**src/rtl/uart_rx_fsm.sv**
```systemverilog
// ---------------------------------------------------------------------------
// uart_rx_fsm
//
// Frame-sequencing controller for the UART receiver. Detects the start-bit
// falling edge on RX_IN, runs the oversampling edge counter and the data bit
// counter, and issues one-cycle enables to the sampler, deserializer and the
// start/parity/stop checkers. A good frame is qualified by a one-cycle
// data_valid pulse in the first IDLE cycle after the stop bit.
//
// Parameters:
//   DATA_WIDTH   data bits per frame
//   PRESCALE_W   width of Prescale and of the internal edge counter
//
// Ports:
//   CLK          oversampling clock
//   RST          asynchronous active-high reset
//   RX_IN        synchronized serial line, idle high
//   Prescale     oversampling ratio (8, 16 or 32)
//   PAR_EN       parity bit present (latched at frame start)
//   strt_glitch  start checker result, 1 = glitch
//   par_err      parity checker result
//   stp_err      stop checker result
//   dat_samp_en  sampler enable, high in every non-IDLE state
//   strt_chk_en  one-cycle start-check strobe
//   deser_en     one-cycle shift strobe per data bit
//   par_chk_en   one-cycle parity-check strobe
//   stp_chk_en   one-cycle stop-check strobe
//   data_valid   one-cycle frame-good pulse
//   frame_err    one-cycle frame-rejected pulse (only with UART_RX_ERR_OUT_EN)
//
// Build option:
//   UART_RX_ERR_OUT_EN  adds the frame_err output.
// ---------------------------------------------------------------------------
module uart_rx_fsm #(
    parameter int DATA_WIDTH = 8,
    parameter int PRESCALE_W = 6
) (
    input  logic                  CLK,
    input  logic                  RST,
    input  logic                  RX_IN,
    input  logic [PRESCALE_W-1:0] Prescale,
    input  logic                  PAR_EN,
    input  logic                  strt_glitch,
    input  logic                  par_err,
    input  logic                  stp_err,
    output logic                  dat_samp_en,
    output logic                  strt_chk_en,
    output logic                  deser_en,
    output logic                  par_chk_en,
    output logic                  stp_chk_en,
    output logic                  data_valid
`ifdef UART_RX_ERR_OUT_EN
    ,
    output logic                  frame_err
`endif
);

    localparam int BIT_W = (DATA_WIDTH > 1) ? $clog2(DATA_WIDTH) : 1;

    typedef enum logic [2:0] {
        IDLE,
        START,
        DATA,
        PARITY,
        STOP
    } state_t;

    state_t                state;
    logic [PRESCALE_W-1:0] edge_cnt;
    logic [BIT_W-1:0]      bit_cnt;
    logic                  par_en_q;   // PAR_EN frozen for the current frame
    logic                  par_flag;   // captured parity error

    logic [PRESCALE_W-1:0] last_edge;
    logic [PRESCALE_W-1:0] pre_chk_edge;
    logic                  at_end;
    logic                  at_pre_chk;
    logic                  last_bit;

    // Strobes are registered, so they are launched one edge early: the
    // register is loaded when edge_cnt == CHK_EDGE-1 and is therefore high
    // while edge_cnt == CHK_EDGE (Prescale/2 + 2).
    assign last_edge    = Prescale - PRESCALE_W'(1);
    assign pre_chk_edge = (Prescale >> 1) + PRESCALE_W'(1);
    assign at_end       = (edge_cnt == last_edge);
    assign at_pre_chk   = (edge_cnt == pre_chk_edge);
    assign last_bit     = (bit_cnt == BIT_W'(DATA_WIDTH - 1));

    // NOTE: all state and outputs live in one clocked block and use
    // non-blocking assignments, so every read sees the pre-edge value and
    // later assignments in the block simply override earlier defaults.
    always_ff @(posedge CLK or posedge RST) begin
        if (RST) begin
            state       <= IDLE;
            edge_cnt    <= '0;
            bit_cnt     <= '0;
            par_en_q    <= 1'b0;
            par_flag    <= 1'b0;
            dat_samp_en <= 1'b0;
            strt_chk_en <= 1'b0;
            deser_en    <= 1'b0;
            par_chk_en  <= 1'b0;
            stp_chk_en  <= 1'b0;
            data_valid  <= 1'b0;
`ifdef UART_RX_ERR_OUT_EN
            frame_err   <= 1'b0;
`endif
        end else begin
            // One-cycle pulses default low.
            strt_chk_en <= 1'b0;
            deser_en    <= 1'b0;
            par_chk_en  <= 1'b0;
            stp_chk_en  <= 1'b0;
            data_valid  <= 1'b0;
`ifdef UART_RX_ERR_OUT_EN
            frame_err   <= 1'b0;
`endif
            if (state == IDLE) begin
                edge_cnt <= '0;
            end else begin
                edge_cnt <= at_end ? '0 : edge_cnt + PRESCALE_W'(1);
            end

            case (state)
                IDLE: begin
                    bit_cnt <= '0;
                    if (!RX_IN) begin
                        state       <= START;
                        par_en_q    <= PAR_EN;
                        par_flag    <= 1'b0;
                        dat_samp_en <= 1'b1;
                    end
                end

                START: begin
                    strt_chk_en <= at_pre_chk;
                    if (at_end) begin
                        if (strt_glitch) begin
                            state       <= IDLE;
                            dat_samp_en <= 1'b0;
`ifdef UART_RX_ERR_OUT_EN
                            frame_err   <= 1'b1;
`endif
                        end else begin
                            state <= DATA;
                        end
                    end
                end

                DATA: begin
                    deser_en <= at_pre_chk;
                    if (at_end) begin
                        if (last_bit) begin
                            bit_cnt <= '0;
                            state   <= par_en_q ? PARITY : STOP;
                        end else begin
                            bit_cnt <= bit_cnt + BIT_W'(1);
                        end
                    end
                end

                PARITY: begin
                    par_chk_en <= at_pre_chk;
                    if (at_end) begin
                        par_flag <= par_err;
                        state    <= STOP;
                    end
                end

                STOP: begin
                    stp_chk_en <= at_pre_chk;
                    if (at_end) begin
                        state       <= IDLE;
                        dat_samp_en <= 1'b0;
                        data_valid  <= !stp_err && !par_flag;
`ifdef UART_RX_ERR_OUT_EN
                        frame_err   <= stp_err || par_flag;
`endif
                    end
                end

                default: begin
                    state       <= IDLE;
                    dat_samp_en <= 1'b0;
                end
            endcase
        end
    end

endmodule

```
**config.mk**
```make
export PLATFORM = sky130hd
export DESIGN_NAME = uart_rx_fsm
export DESIGN_NICKNAME = d
export VERILOG_FILES = /design/src/rtl/uart_rx_fsm.sv
export SDC_FILE = /design/constraint.sdc
export NUM_CORES = 1
export LEC_CHECK = 0
export ABC_AREA = 1
export CAP_MARGIN = 25
export CORE_MARGIN = 10
export CORE_UTILIZATION = 49
export DETAILED_ROUTE_END_ITERATION = 10
export PLACE_DENSITY_LB_ADDON = 0.05
export REMOVE_ABC_BUFFERS = 1
export SYNTH_ARGS = -nofsm -noshare
export SYNTH_HDL_FRONTEND = slang
export SYNTH_SLANG_ARGS = --single-unit
```
**constraint.sdc**
```tcl
create_clock -name CLK -period 1.6 [get_ports CLK]
set_input_delay 0.32 -clock CLK [delete_from_list [all_inputs] [get_ports CLK]]
set_output_delay 0.32 -clock CLK [all_outputs]
set_load 0.005 [all_outputs]
```
==> flow_summary_export.csv <==
group,metric,value,unit
setup_path,rr_startpoint,"edge_cnt[4]",
final_layout,largest_reg_flops,6,
final_layout,layout_commonest_cell,"nand2_1",
die,die_y,72.5,um
detailed_routing,drtAntennaViolNets,0,
setup_path,cpMostUsedCell,"nand2_1",
setup_path,crit_type,"input port to flop",
logic_synthesis,synthFlopType,"dfrtp_1",
clocking,cts.clk_slew.worst_paths,110,ps
final_layout,area_growth,33.5,%
sta,finalMaxSlewViolations,0,
run,cap_violations,0,
global_routing,grt_use_met3,4.63,%
final_layout,utilization,70.9,%
sta,grt_setup_unrepaired,"true",
sta,post-route-period-util,96.0,%
detailed_routing,firstDrtPassIters,4,
clocking,cts_buffer_depth,2,
detailed_routing,wl_per_cell,12.8,um
logic_synthesis,synth_cell_type_count,22,
detailed_routing,viasPerCell,5.06,
setup_path,end_kind,"flop",
global_routing,grt_usage,12.2,%
sta,clock_skew,6.67,ps
clocking,cts-root-buf,"clkbuf_4",
setup_path,r2r_cells,11,
final_layout,top_regs,"edge_cnt (6), bit_cnt (3), state (3)",
final_layout,regMostFlops,"edge_cnt",
setup_path,critPathSlowestCell,"clkdlybuf4s50_1",
die,io_pins,19,
final_layout,stdcell_area,1800,um2
global_routing,antenna_found_initial,0,
setup_path,required,1800,ps
pwr,power.density,1290,nW/um2
die,num_rows,18,
final_layout,antennaDiodeCount,0,
global_routing,grt_max_degree,21,
pwr,ir_worst_vdd,1.31,mV
die,core,2540,um2
placed_design,gp_congestion,0.910,
worst_hold_path,hp-class,"input port to async pin",
setup_path,ff2ff_setup_slack,80,ps
clocking,cts_hold_buf,0,
global_routing,grt_pass1_wl,5.42,mm
clocking,htreeDepth,1,
setup_path,cp.arrival,1730,ps
sta,fin_crit,1540,ps
logic_synthesis,synth_edf_count,0,
global_routing,grt-ovfl-total,0,
pwr,leakage,0.00100,uW
detailed_routing,finalWirelength,3.38,mm
clocking,cts_made_buffers,3,
final_layout,mostFrequentLayoutCells,"nand2_1, inv_1, nand3_1",
setup_path,critPathMaxStageDelay,460,ps
setup_path,worstPathCellList,"clkdlybuf4s50_1 -> xnor2_2 -> o21ai_1 -> nand2_1 -> nand3_4 -> a21oi_4 -> nand2_1 -> nand2_1 -> nand2_1",
final_layout,drive_above_1_share,21.7,%
logic_synthesis,avgSynthCellArea,6.97,um2
die,initial_core_util,53.1,%
global_routing,grt_pass1_vias,1268,
logic_synthesis,synthArstFlopShare,100,%
global_routing,use_met1,15.6,%
clocking,cts.sinks,20,
placed_design,place_area,1660,um2
logic_synthesis,ys_warn_count,0,
detailed_routing,vias,1342,
logic_synthesis,ys_ff_latch,20,
logic_synthesis,synth_cells,194,
detailed_routing,drc,0,
placed_design,portBuffers,18,
logic_synthesis,syn-cell-area,1350,um2
die,die-area,5260,um2
clocking,clk_latency,310,ps
sta,setup-violations-final,0,
final_layout,final_nets,255,
sta,tightest_slew,492,ps
die,die_w,72.5,um
setup_path,r2r-end,"dat_samp_en",
status,status,"finished clean",
logic_synthesis,yosysSeqAreaShare,37.0,%
setup_path,path_max_fanout,6,
placed_design,hpwl,2.60,mm
global_routing,met2_usage,19.6,%
sta,fmax,0.651,GHz
global_routing,busiest_layer,"met2",
setup_path,start_kind,"input port",
clocking,cts_tree,"yes",
detailed_routing,drt_iter0_drc,69,
sta,finalHoldViolations,0,
sta,relSlewSlack,66.9,%
## metrics by stage
stage | TNS, ps | hold slack [ps] | setup WS (ps) | cells | total power, uW
floorplan | -315 | 284 | -94.9 | 192 | 1440
finish | 0 | 323 | 63.9 | 265 | 2320
global placement | -9240 | 431 | -583 | 255 | 1720
global route | -209 | 316 | -74.1 | 265 | 2520
CTS | 0 | 328 | 11.1 | 261 | 2260
detailed placement | -10310 | 455 | -647 | 255 | 1770
## layer usage
layer	vias up	wire (um)
met5	-	0
met4	0	10
met3	2	209
met2	35	1570
met1	613	1590
li1	692	-
## power breakdown
group / internal [uW] / switching, uW / leakage [uW]
sequential: 633 / 113 / 0.000267
combinational: 468 / 696 / 0.000708
clock: 253 / 157 / 0.0000279
total: 1350 / 966 / 0.00100
## cell usage after synthesis (all sizes together), types with 2 or more instances
master / count / area, um2
a21oi: 5 / 32.5
buf: 2 / 22.5
dfrtp: 20 / 500
ha: 6 / 75.1
inv: 34 / 128
nand2: 59 / 226
nand3: 23 / 120
nand4: 3 / 18.8
nor2: 20 / 80.1
nor3: 6 / 30.0
o21ai: 5 / 28.8
xnor2: 2 / 17.5
xor2: 6 / 52.6
## critical path, delay by kind of cell
| kind | cells | cell delay [ps] |
|---|---|---|
| buffers and inverters | 1 | 460 |
| AND/OR/NAND/NOR | 5 | 440 |
| AO/OA/AOI/OAI | 2 | 300 |
| XOR/XNOR | 1 | 220 |
## worst max-delay path by stage
stage / from / end / cells past startpoint / slack [ps]
6_report: Prescale[5] / dat_samp_en / 9 / 60
5_1_grt: edge_cnt[4] / state[1] / 11 / -70
4_1_cts: Prescale[3] / dat_samp_en / 10 / 10
3_5_place_dp: Prescale[1] / dat_samp_en / 14 / -650
3_3_place_gp: Prescale[1] / dat_samp_en / 14 / -580
2_1_floorplan: Prescale[0] / dat_samp_en / 13 / -90
## layout make-up
cell class	instances	area (um2)
well taps	30	37.5
clock inverters	1	30.0
inverters	34	130
repair buffers	39	328
multi-input cells	138	756
fillers	216	741
clock buffers	3	22.5
flip-flops and latches	20	500
## cells by family after synthesis
logic type,Yosys count,synth area share [%]
and+or+nand+nor,113,36.1
adders and majority gates,6,5.56
DFF,20,37.0
xor gates and xnor gates,8,5.19
buffers and inverters,36,11.1
AOI/OAI and AO/OA,11,5.00
## repair_timing
action | CTS | global route
setup buffers | 2 | 4
endpoints found under the setup margin | 19 | 16
hold endpoints to repair | 0 | 0
gates resized for setup | 18 | 7
pin swaps | 7 | 8
(Power assumes the default switching activity.)
